**src/rtl/pq_pkg.sv**
```systemverilog
// ---------------------------------------------------------------------------
// pq_pkg
// Shared types for the QuickQ priority-queue chain and its command arbiter.
//   kv_t            : queue entry (lower value = higher priority)
//   MAX_KEY         : all-ones entry, returned when a replace hits an empty queue
//   qq_op_t         : requester operation encoding
//   qq_arb_state_t  : arbiter sequencing states
// ---------------------------------------------------------------------------
package pq_pkg;
    localparam int KW = 16;

    typedef logic [KW-1:0] kv_t;

    localparam kv_t MAX_KEY = '1;

    typedef enum logic [1:0] {
        OP_ENQ  = 2'b00,
        OP_DEQ  = 2'b01,
        OP_REPL = 2'b10
    } qq_op_t;

    typedef enum logic [1:0] {
        IDLE,
        ISSUE,
        BUSY,
        RESP
    } qq_arb_state_t;
endpackage

```
**src/rtl/qq_rr_pick.sv**
```systemverilog
// ---------------------------------------------------------------------------
// qq_rr_pick
// Combinational round-robin selector: returns the first set request found
// scanning upward from ptr_i, wrapping modulo NREQ.
// Ports:
//   req_i  : request vector
//   ptr_i  : highest-priority index this round
//   vld_o  : at least one request present
//   win_o  : selected requester index
// ---------------------------------------------------------------------------
module qq_rr_pick #(
    parameter int NREQ = 4,
    parameter int RW   = $clog2(NREQ)
) (
    input  logic [NREQ-1:0] req_i,
    input  logic [RW-1:0]   ptr_i,
    output logic            vld_o,
    output logic [RW-1:0]   win_o
);
    // One extra bit so ptr + offset cannot overflow before the wrap.
    logic [RW:0] idx;

    always_comb begin
        vld_o = |req_i;
        win_o = '0;
        idx   = '0;
        // Walk offsets from farthest to nearest so the nearest set request
        // (lowest offset from ptr) is the last one written.
        for (int off = NREQ - 1; off >= 0; off--) begin
            idx = {1'b0, ptr_i} + (RW + 1)'(off);
            if (idx >= (RW + 1)'(NREQ)) idx = idx - (RW + 1)'(NREQ);
            if (req_i[idx[RW-1:0]]) win_o = idx[RW-1:0];
        end
    end
endmodule

```
**src/rtl/qq_arbiter.sv**
```systemverilog
// ---------------------------------------------------------------------------
// qq_arbiter
// Round-robin command arbiter in front of the QuickQ node chain. One
// operation is outstanding at a time: IDLE accepts a winner, ISSUE pulses
// one queue strobe, BUSY waits for the queue to return to rdy, RESP pulses
// done_o to the winner. Illegal operations skip straight to RESP with err_o.
// Optional build macro: QQ_ARB_STATS_EN adds saturating 16-bit counters
// stat_enq_o / stat_deq_o / stat_err_o.
// Ports:
//   clk, rst_n            : clock, synchronous active-low reset
//   req_i/op_i/key_i      : per-requester command, held until done_o
//   done_o/err_o/resp_o   : one-hot completion, reject flag, removed head
//   q_rdy_i/q_full_i/q_empty_i/q_head_i : queue status
//   q_enq_o/q_deq_o/q_repl_o/q_data_o   : queue command strobes and data
//   busy_o                : operation in progress
// ---------------------------------------------------------------------------
module qq_arbiter
    import pq_pkg::*;
#(
    parameter int NREQ = 4
) (
    input  logic                     clk,
    input  logic                     rst_n,
    input  logic [NREQ-1:0]          req_i,
    input  logic [NREQ-1:0][1:0]     op_i,
    input  logic [NREQ-1:0][KW-1:0]  key_i,
    output logic [NREQ-1:0]          done_o,
    output logic                     err_o,
    output kv_t                      resp_o,
    input  logic                     q_rdy_i,
    input  logic                     q_full_i,
    input  logic                     q_empty_i,
    input  kv_t                      q_head_i,
    output logic                     q_enq_o,
    output logic                     q_deq_o,
    output logic                     q_repl_o,
    output kv_t                      q_data_o,
`ifdef QQ_ARB_STATS_EN
    output logic [15:0]              stat_enq_o,
    output logic [15:0]              stat_deq_o,
    output logic [15:0]              stat_err_o,
`endif
    output logic                     busy_o
);
    localparam int RW = $clog2(NREQ);

    qq_arb_state_t   state_q;
    logic [RW-1:0]   rr_ptr_q, rr_ptr_d, win_q;
    qq_op_t          op_q;
    kv_t             key_q, resp_q;
    logic [NREQ-1:0] done_q;
    logic            err_q, enq_q, deq_q, repl_q, busy_q;

    logic            pick_vld;
    logic [RW-1:0]   pick_win;
    qq_op_t          sel_op;
    logic            sel_rej;

    qq_rr_pick #(.NREQ(NREQ), .RW(RW)) u_pick (
        .req_i (req_i),
        .ptr_i (rr_ptr_q),
        .vld_o (pick_vld),
        .win_o (pick_win)
    );

    always_comb begin
        sel_op   = qq_op_t'(op_i[pick_win]);
        rr_ptr_d = (pick_win == RW'(NREQ - 1)) ? '0 : pick_win + 1'b1;
        // Unknown encodings fall into the default arm and are rejected.
        case (sel_op)
            OP_ENQ:  sel_rej = q_full_i;
            OP_DEQ:  sel_rej = q_empty_i;
            OP_REPL: sel_rej = 1'b0;
            default: sel_rej = 1'b1;
        endcase
    end

    always_ff @(posedge clk) begin
        if (!rst_n) begin
            state_q  <= IDLE;
            rr_ptr_q <= '0;
            win_q    <= '0;
            op_q     <= OP_ENQ;
            key_q    <= '0;
            resp_q   <= '0;
            done_q   <= '0;
            err_q    <= 1'b0;
            enq_q    <= 1'b0;
            deq_q    <= 1'b0;
            repl_q   <= 1'b0;
            busy_q   <= 1'b0;
        end else begin
            // Pulse outputs default low every cycle.
            done_q <= '0;
            err_q  <= 1'b0;
            enq_q  <= 1'b0;
            deq_q  <= 1'b0;
            repl_q <= 1'b0;
            case (state_q)
                IDLE: begin
                    if (pick_vld && q_rdy_i) begin
                        win_q    <= pick_win;
                        op_q     <= sel_op;
                        key_q    <= key_i[pick_win];
                        rr_ptr_q <= rr_ptr_d;
                        busy_q   <= 1'b1;
                        if (sel_rej) begin
                            state_q <= RESP;
                            done_q  <= NREQ'(1) << pick_win;
                            err_q   <= 1'b1;
                        end else begin
                            state_q <= ISSUE;
                            enq_q   <= (sel_op == OP_ENQ);
                            deq_q   <= (sel_op == OP_DEQ);
                            repl_q  <= (sel_op == OP_REPL);
                        end
                    end
                end
                ISSUE: begin
                    // Head is still the pre-operation minimum on this edge.
                    if (op_q == OP_ENQ)
                        resp_q <= '0;
                    else if (q_empty_i)
                        resp_q <= MAX_KEY;
                    else
                        resp_q <= q_head_i;
                    state_q <= BUSY;
                end
                BUSY: begin
                    if (q_rdy_i) begin
                        state_q <= RESP;
                        done_q  <= NREQ'(1) << win_q;
                    end
                end
                RESP: begin
                    state_q <= IDLE;
                    busy_q  <= 1'b0;
                    resp_q  <= '0;
                end
                default: state_q <= IDLE;
            endcase
        end
    end

    assign done_o   = done_q;
    assign err_o    = err_q;
    assign resp_o   = resp_q;
    assign q_enq_o  = enq_q;
    assign q_deq_o  = deq_q;
    assign q_repl_o = repl_q;
    assign q_data_o = key_q;
    assign busy_o   = busy_q;

`ifdef QQ_ARB_STATS_EN
    logic [15:0] st_enq_q, st_deq_q, st_err_q;

    always_ff @(posedge clk) begin
        if (!rst_n) begin
            st_enq_q <= '0;
            st_deq_q <= '0;
            st_err_q <= '0;
        end else if (state_q == RESP) begin
            if (err_q) begin
                if (st_err_q != 16'hFFFF) st_err_q <= st_err_q + 16'd1;
            end else if (op_q == OP_ENQ) begin
                if (st_enq_q != 16'hFFFF) st_enq_q <= st_enq_q + 16'd1;
            end else begin
                if (st_deq_q != 16'hFFFF) st_deq_q <= st_deq_q + 16'd1;
            end
        end
    end

    assign stat_enq_o = st_enq_q;
    assign stat_deq_o = st_deq_q;
    assign stat_err_o = st_err_q;
`endif
endmodule

```
**config.mk**
```make
export PLATFORM = sky130hd
export DESIGN_NAME = qq_arbiter
export DESIGN_NICKNAME = d
export VERILOG_FILES = /design/src/rtl/pq_pkg.sv /design/src/rtl/qq_rr_pick.sv /design/src/rtl/qq_arbiter.sv
export SDC_FILE = /design/constraint.sdc
export NUM_CORES = 1
export LEC_CHECK = 0
export CAP_MARGIN = 10
export CORE_MARGIN = 2
export CORE_UTILIZATION = 44
export DETAILED_ROUTE_END_ITERATION = 8
export PLACE_DENSITY = 0.86
export SLEW_MARGIN = 20
export SYNTH_ARGS = -nofsm -noshare
export SYNTH_HDL_FRONTEND = slang
export SYNTH_SLANG_ARGS = --single-unit
export TNS_END_PERCENT = 5
```
**constraint.sdc**
```tcl
create_clock -name clk -period 5.93 [get_ports clk]
set_input_delay 1.186 -clock clk [delete_from_list [all_inputs] [get_ports clk]]
set_output_delay 1.186 -clock clk [all_outputs]
set_load 0.03 [all_outputs]
```
==> flow_summary.yaml, run 1 <==
logic_synthesis:
  synth_adder_area_share: 0.0357
  synth_async_sr_flop_share: 0
  yosysSeqAreaShare: 0.350
  yosys.area_share.simple: 0.256
  synthesis.area_um2: 2800
  synth-xor-area-share: 0
  synth_compound_area_frac: 0.299
  synth_mux_area_frac: 0
  synth_seq_cells: 49
  synth_warnings: 0
  synth_top_family_by_area: "compound AO/OA/AOI/OAI gates"
  synth.avg_cell_area_um2: 7.87
  synth_ff_type: "dfxtp_1"
  syn_inst: 356
  synth_edf_count: 0
  ys_types: 39
  synth_fp_nets: 461
final_layout:
  nets: 580
  diodes: 0
  area_growth_pct: 52.7
  drive_gt1_frac: 0.0378
power_and_ir_drop:
  swShare: 0.379
  peakVddDrop_uv: 199
  intPower_w: 0.000744
  p_leak_nw: 1.58
  clkPwrFrac: 0.205
  seqPwrFrac: 0.340
  power-per-cell-area_nw_per_um2: 280
  p_switching_w: 0.000453
  pwr-share-comb: 0.455
setup_path:
  crit_arrival_ps: 3690
  crit_family: "simple AND/OR/NAND/NOR gates"
  cpPeakStageDelay_ps: 490
  crit_required_ps: 6140
  path_buf_inv: 2
  cp_cell_sequence: "clkdlybuf4s50_1, nor2b_1, a211o_1, nand2_2, inv_1, a32o_1, nand3_1, nor3_1"
  crit_type: "input port to flip-flop"
  critical_path.slowest_cell: "clkdlybuf4s50_1"
  path_max_fanout: 35
  critPathLaunchType: "input port"
  end_kind: "flip-flop"
route:
  dr_total_vias: 3105
  drtIter0Drc: 185
  first_pass_iters: 4
  ant_nets: 0
  wl_um: 8430
  wl_per_cell_um: 15.2
  drc: 0
  post_drt_via_cell_ratio: 5.61
sta:
  hold_viol_final: 0
  final.setup.tns_ps: 0
  slew_violations: 0
  slew_headroom: 0.537
  skew_ps: 3.28
  setup_violations: 0
  hold_ws_ps: 452
  period_minus_slack_ps: 3470
  rsz0062_at_grt: "no"
  fmax_mhz: 288
  finalCritPeriodShare: 0.585
  tightest_slew_ps: 693
floorplanning:
  core_area_um2: 6240
  die_area_um2: 7020
  placementRows: 29
  die_w_um: 83.8
  fp.dieH_um: 83.8
  io_pins: 138
  start_util: 0.449
clocking:
  cts_resized: 0
  cts_tree: "yes"
  post_cts_buffers: 0
  max-clock-path-buffers: 2
  cts_root_buf: "clkbuf_8"
  cts_hold_buf: 0
  clkTransAtPathRegs_ps: 80
  numCtsBuffers: 5
  htreeDepth: 2
  cts_num_sinks: 49
  clk_latency_ps: 300
placement:
  dp_hpwl_um: 6140
  place.gp.congestion: 0.807
  io_buffers: 137
global_routing:
  grt_usage: 0.236
  grt-ovfl-total: 0
  grt_first_pass_wirelength_um: 13600
  grt_pass1_vias: 3000
  grt_max_degree: 49
  antenna_found_initial: 0
status:
  status: "complete, no violations"
min_path:
  hp-class: "flip-flop to flip-flop"
run:
  drv_cap: 0
[flip-flops by register name, indices dropped and copies added, names as in the netlist, 2 cells and up]
name	cells
op_q	2
win_q	2
rr_ptr_q	2
done_o	4
q_data_o	16
state_q	2
resp_o	16
[cells in the mapped netlist, drive strengths merged (8+ instances only)]
cell type | n | area share
a21boi | 34 | 0.091
clkbuf | 23 | 0.031
and3 | 20 | 0.045
o21ai | 25 | 0.045
nor2 | 9 | 0.012
ha | 8 | 0.036
a311o | 16 | 0.057
a211oi | 18 | 0.048
dfxtp | 49 | 0.35
nand2 | 85 | 0.11
nand3 | 9 | 0.016
[kinds of logic after synthesis]
family / Yosys count
and+or+nand+nor: 152
AOI/OAI and AO/OA: 113
DFF: 49
buffers and inverters: 34
adders and majority gates: 8
[power by group through the flow]
stage / Sequential, W / Clock, W / Combinational (W)
6_report: 0.000407 / 0.000245 / 0.000545
4_1_cts: 0.000407 / 0.000249 / 0.000544
3_5_place_dp: 0.000414 / 0 / 0.000542
5_1_grt: 0.000413 / 0.000263 / 0.000596
3_3_place_gp: 0.000412 / 0 / 0.000530
2_1_floorplan: 0.000478 / 0 / 0.000288
[through the flow]
| stage | instances | power, W | setup slack [ps] | utilization | cell area [um^2] |
|---|---|---|---|---|---|
| floorplan | 356 | 0.000766 | 2930 | - | 2800 |
| global placement | 545 | 0.000942 | 1930 | 0.666 | 4150 |
| detailed placement | 545 | 0.000956 | 1790 | 0.666 | 4150 |
| CTS | 553 | 0.00120 | 2080 | 0.684 | 4270 |
| global route | 553 | 0.00127 | 2130 | 0.685 | 4280 |
| finish | 553 | 0.00120 | 2460 | 0.685 | 4280 |
[worst paths after layout]
path,startpoint,to,slack (ps),depth (start not counted)
max,req_i[2],q_enq_o,2460,8
min,q_data_o[8],q_data_o[8],450,2
max reg2reg,rr_ptr_q[1],done_o[1],3520,7
min reg2reg,q_data_o[8],q_data_o[8],450,2
[layer usage]
metal	wire length, um	global-route usage	vias up
li1	-	-	1519
met1	3260	0.262	1464
met2	4440	0.436	104
met3	544	0.0603	18
met4	181	0.0733	0
met5	0	0	-
[worst reg2reg max path: stages (launching register included)]
cell      delay (ps)
dfxtp_1          460
nand2_1           80
a211o_1          310
nand2_2          480
inv_1            290
a32oi_2          430
nand2_1           90
o211ai_1         200
[layout by cell type (no fill, tap or decap), drive strengths merged, types with 7 or more instances in the layout]
cell type | synthesis | final
nor2 | 9 | 9
clkbuf | 23 | 7
and3 | 20 | 20
a21boi | 34 | 34
dfxtp | 49 | 49
nand2 | 85 | 85
nand3 | 9 | 9
a211oi | 18 | 18
o21ai | 25 | 25
ha | 8 | 8
a311o | 16 | 16
clkdlybuf4s50 | 0 | 137
[layout make-up]
cell class | count | area (um^2)
clock buffer | 7 | 86.3
timing repair buffer | 140 | 1390
tap | 77 | 96.3
inverter | 6 | 27.5
multi-input combinational | 273 | 1660
clock inverter | 1 | 30.0
fill | 529 | 1970
sequential | 49 | 981
Note: power is estimated with default switching activity, not from simulation.
==> run 2: changes to the inputs <==
--- a/config.mk
+++ b/config.mk
@@ -7,9 +7,9 @@
 export LEC_CHECK = 0
 export CAP_MARGIN = 10
 export CORE_MARGIN = 2
-export CORE_UTILIZATION = 44
+export CORE_UTILIZATION = 41
 export DETAILED_ROUTE_END_ITERATION = 8
-export PLACE_DENSITY = 0.86
+export PLACE_DENSITY = 0.81
 export SLEW_MARGIN = 20
 export SYNTH_ARGS = -nofsm -noshare
 export SYNTH_HDL_FRONTEND = slang
==> constraint.sdc (replaced) <==
create_clock -name clk -period 3.28 [get_ports clk]
set_input_delay 0.656 -clock clk [delete_from_list [all_inputs] [get_ports clk]]
set_output_delay 0.656 -clock clk [all_outputs]
set_load 0.03 [all_outputs]
==> flow_summary.yaml, run 2 (same netlist as run 1, synthesis figures left out) <==
floorplanning:
  start_util: 0.417
  die_w_um: 86.6
  placementRows: 30
  io_pins: 138
  fp.dieH_um: 86.6
  core_area_um2: 6720
  die_area_um2: 7510
setup_path:
  crit_family: "simple AND/OR/NAND/NOR gates"
  crit_arrival_ps: 3050
  critical_path.slowest_cell: "clkdlybuf4s50_1"
  path_max_fanout: 35
  path_buf_inv: 2
  end_kind: "flip-flop"
  cp.depth: 9
  crit_type: "input port to flip-flop"
  cp_cell_sequence: "clkdlybuf4s50_1, nor2_1, or4b_4, and2_4, clkinv_4, ha_1, and3_1, nand4_1, o211ai_1"
  r2r_cells: 7
  crit_required_ps: 3470
  cpPeakStageDelay_ps: 470
  critPathLaunchType: "input port"
clocking:
  cts_root_buf: "clkbuf_8"
  post_cts_buffers: 0
  cts_num_sinks: 49
  clkTransAtPathRegs_ps: 90
  numCtsBuffers: 5
  cts_tree: "yes"
  clk_latency_ps: 310
  cts_resized: 0
  cts_hold_buf: 0
  htreeDepth: 2
  max-clock-path-buffers: 2
final_layout:
  nets: 582
  final_common_cell: "clkdlybuf4s50_1"
  diodes: 0
  area_growth_pct: 52.1
  multi_input_area_um2: 1660
  drive_gt1_frac: 0.0377
  seq_area_um2: 981
  final_cell_mix: "clkdlybuf4s50_1 (137), nand2_1 (85), dfxtp_1 (49)"
  fillers: 571
route:
  wl_um: 8620
  drc: 0
  drtIter0Drc: 214
  first_pass_iters: 5
  post_drt_via_cell_ratio: 5.48
  dr_total_vias: 3059
  wl_per_cell_um: 15.4
  ant_nets: 0
sta:
  skew_ps: 5.96
  slew_headroom: 0.264
  rsz0062_at_grt: "no"
  finalCritPeriodShare: 0.870
  setup_violations: 0
  hold_viol_final: 0
  period_minus_slack_ps: 2850
  fmax_mhz: 350
  tightest_slew_ps: 1100
  final.setup.tns_ps: 0
  slew_violations: 0
power_and_ir_drop:
  p_leak_nw: 1.57
  p_total_w: 0.00209
  power-per-cell-area_nw_per_um2: 492
  peakVddDrop_uv: 295
min_path:
  hp-class: "flip-flop to flip-flop"
  min_path_cells: 2
placement:
  place.gp.congestion: 0.817
  io_buffers: 137
  dp_hpwl_um: 6300
global_routing:
  grt_pass1_vias: 2917
  grt_max_degree: 40
  grt_first_pass_wirelength_um: 13600
  grt_usage: 0.228
  grt-ovfl-total: 0
  antenna_found_initial: 0
run:
  drv_cap: 0
status:
  status: "complete, no violations"
run 2: cell count changes in the layout (fill, tap and decap cells not counted), sizes merged:
cell / previous run / this run
inv: 5 / 6
clkbuf: 7 / 6
bufinv: 1 / 0
buf: 3 / 5
clkinv: 1 / 2
run 2: per-stage QoR:
stage / setup slack, ps / utilization / std cells / hold WS, ps / cell area [um^2]
final: 425 / 0.634 / 558 / 461 / 4260
after global placement: 237 / 0.621 / 550 / 443 / 4170
after CTS: 460 / 0.634 / 558 / 466 / 4260
after global routing: 233 / 0.634 / 558 / 482 / 4260
after detailed placement: 123 / 0.621 / 550 / 448 / 4170
after floorplan: 805 / - / 356 / 478 / 2800
run 2: layer usage:
metal  vias to the layer above  part of all wire  track usage
li1                       1527                 -            -
met1                      1396              0.41        0.270
met2                       116              0.50        0.395
met3                        20             0.060       0.0524
met4                         0             0.031       0.0952
met5                         -                 0            0
run 2: where the power goes:
part	switching [W]	total (W)	internal [W]
combinational	0.000572	0.000990	0.000418
clock	0.000216	0.000368	0.000153
sequential	0.0000538	0.000735	0.000681
total	0.000841	0.00209	0.00125
run 2: path summary, 6_finish.rpt:
kind,from,endpoint,slack (ps)
max,req_i[1],done_o[1],430
max reg2reg,rr_ptr_q[0],q_data_o[3],940
min,q_data_o[12],q_data_o[12],460
min reg2reg,q_data_o[12],q_data_o[12],460
run 2: area by class of cell:
cell class | count | share of cell area
clock buffer | 6 | 0.0170
clock inverter | 2 | 0.00323
multi-input combinational | 273 | 0.389
sequential | 49 | 0.230
timing repair buffer | 142 | 0.331
tap | 80 | 0.0235
inverter | 6 | 0.00646
run 2: worst reg2reg max path, stage by stage (launching register included):
cell and delay (ps):
dfxtp_1 380, nor2b_1 110, or4b_4 690, and2_4 280
clkinv_4 230, nand2_1 110, a311o_1 360, a21boi_1 130
==> edit (flow settings as in run 2) <==
`NREQ` is set to 4 in 2 places; all go to 8.
--- a/src/rtl/qq_rr_pick.sv
+++ b/src/rtl/qq_rr_pick.sv
@@ -11,3 +11,3 @@
 module qq_rr_pick #(
-    parameter int NREQ = 4,
+    parameter int NREQ = 8,
     parameter int RW   = $clog2(NREQ)
--- a/src/rtl/qq_arbiter.sv
+++ b/src/rtl/qq_arbiter.sv
@@ -19,3 +19,3 @@
 #(
-    parameter int NREQ = 4
+    parameter int NREQ = 8
 ) (
Ports: changed (resized done_o, key_i, op_i and req_i); port bits go from 138 to 218. No check against the original RTL was run, so the function may have changed too.
==> edit against run 2 <==
The flow now finishes with violations (negative setup slack); worst setup slack worse by 870 ps; routed wire length is 88% higher; final area increased by 73%; sequential share of layout area down 8.0 points; synthesized area grew 56%; critical path depth rose by 3; sequential power up 37%; total power rose to 3.7 times the old value; sequential cell count increased by 6; global-route usage grew 4.8 points; critical endpoint is now done_o[4]$_SDFF_PN0_; largest power group unchanged.
==> edit: results <==
yosys:
  synthTopCellsByCount: "sky130_fd_sc_hd__nand2_1 (70), sky130_fd_sc_hd__dfxtp_1 (55), sky130_fd_sc_hd__mux2i_1 (44), sky130_fd_sc_hd__mux2_2 (38), sky130_fd_sc_hd__o211ai_1 (34)"
  postSynthNetCount: 680
  synth_top_cells_by_area: "sky130_fd_sc_hd__dfxtp_1 (25%), sky130_fd_sc_hd__mux2i_1 (10%), sky130_fd_sc_hd__mux2_2 (9.8%)"
  synth_cell_types: 55
  yosysWarnings: 0
  synth-seq-area-share: 0.252
power:
  p_leak_nw: 2.97
  vdd_ir_drop_max_mv: 0.660
global_routing:
  grtUsageTotal: 0.276
  gr-usage-met2: 0.493
  grt.met1_usage: 0.318
  pin_count_of_the_biggest_net_entering_global_routing: 65
  grt.met3_usage: 0.0857
  first_pass_grt_wire_length_um: 25200
  first_global_vias: 5076
placed_design:
  dpl_cell_area_um2: 7070
  placement.io_buffers: 217
  post-dp-hpwl_um: 13200
  gp_congestion: 0.861
cells_and_area:
  finalNetCount: 929
  layout-drive-gt1-share: 0.208
timing:
  fin_tns_setup_ps: -9520
  fin_skew_ps: 8.27
  slew_headroom: 0.292
  worst_slack_ps: -448
  setup_viol_count_final: 32
routing:
  routed.top_layer: "met4"
  dr_wl_met3_um: 1440
  firstDrtPassIters: 4
  wl_met2_um: 8290
  post_drt_wl_per_cell_um: 18.4
  vias: 4916
  wl_met1_um: 6130
  detail_route.iter0.violations: 271
critical_path:
  worst-endpoint-arrival_ps: 3920
  worst_path_dominant_cell_family: "multiplexers"
  critPathMaxStageDelay_ps: 530
  critPathMaxFanout: 6
  highest_delay_cell_along_the_critical_path: "sky130_fd_sc_hd__mux4_2"
clocking:
  cts-htree-levels: 2
  path_clk_slew_ps: 110
status:
  violated_checks: "negative setup slack"
  outcome: "finished with violations"
edit: cell families after synthesis:
| logic type | count (synthesis) | share of synthesized area |
|---|---|---|
| compound gates | 145 | 0.242 |
| simple gates | 126 | 0.130 |
| mux | 99 | 0.279 |
| buf+inv | 55 | 0.0556 |
| flops | 55 | 0.252 |
| fa+ha+maj | 12 | 0.0344 |
| xor+xnor | 3 | 0.00774 |
edit: stage by stage:
stage	instances	worst slack, ps
6_report	881	-448
5_1_grt	881	-548
4_1_cts	880	-443
3_5_place_dp	869	-1000
3_3_place_gp	869	-880
2_1_floorplan	495	-413
edit: area by class of cell:
cell class | instances | area [µm²]
repair buffers | 281 | 2710
flip-flops and latches | 55 | 1110
multi-input cells | 386 | 3200
inverters | 15 | 61.3
fillers | 818 | 2970
clock inverters | 2 | 20.0
clock buffers | 6 | 82.6
well taps | 136 | 170
edit: repair_timing:
item | 4_1_cts | 5_1_grt
cloned | 1 | 0
setup buffers | 2 | 1
resized for setup | 39 | 9
pin swaps | 4 | 2
setup endpoints to repair | 32 | 32
edit: final timing paths:
| path | slack (ps) | to | start | cells after the start |
|---|---|---|---|---|
| max | -450 | done_o[4]$_SDFF_PN0_ | req_i[1] | 12 |
| min | 470 | busy_o$_SDFFE_PN0P_ | busy_o$_SDFFE_PN0P_ | 2 |
| max reg2reg | -440 | done_o[4]$_SDFF_PN0_ | rr_ptr_q[0]$_SDFFE_PN0P_ | 12 |
| min reg2reg | 470 | busy_o$_SDFFE_PN0P_ | busy_o$_SDFFE_PN0P_ | 2 |
edit: where the power goes:
| part | switching (mW) | internal (mW) |
|---|---|---|
| registers | 0.132 | 0.877 |
| logic | 3.27 | 3.12 |
| clock network | 0.241 | 0.179 |
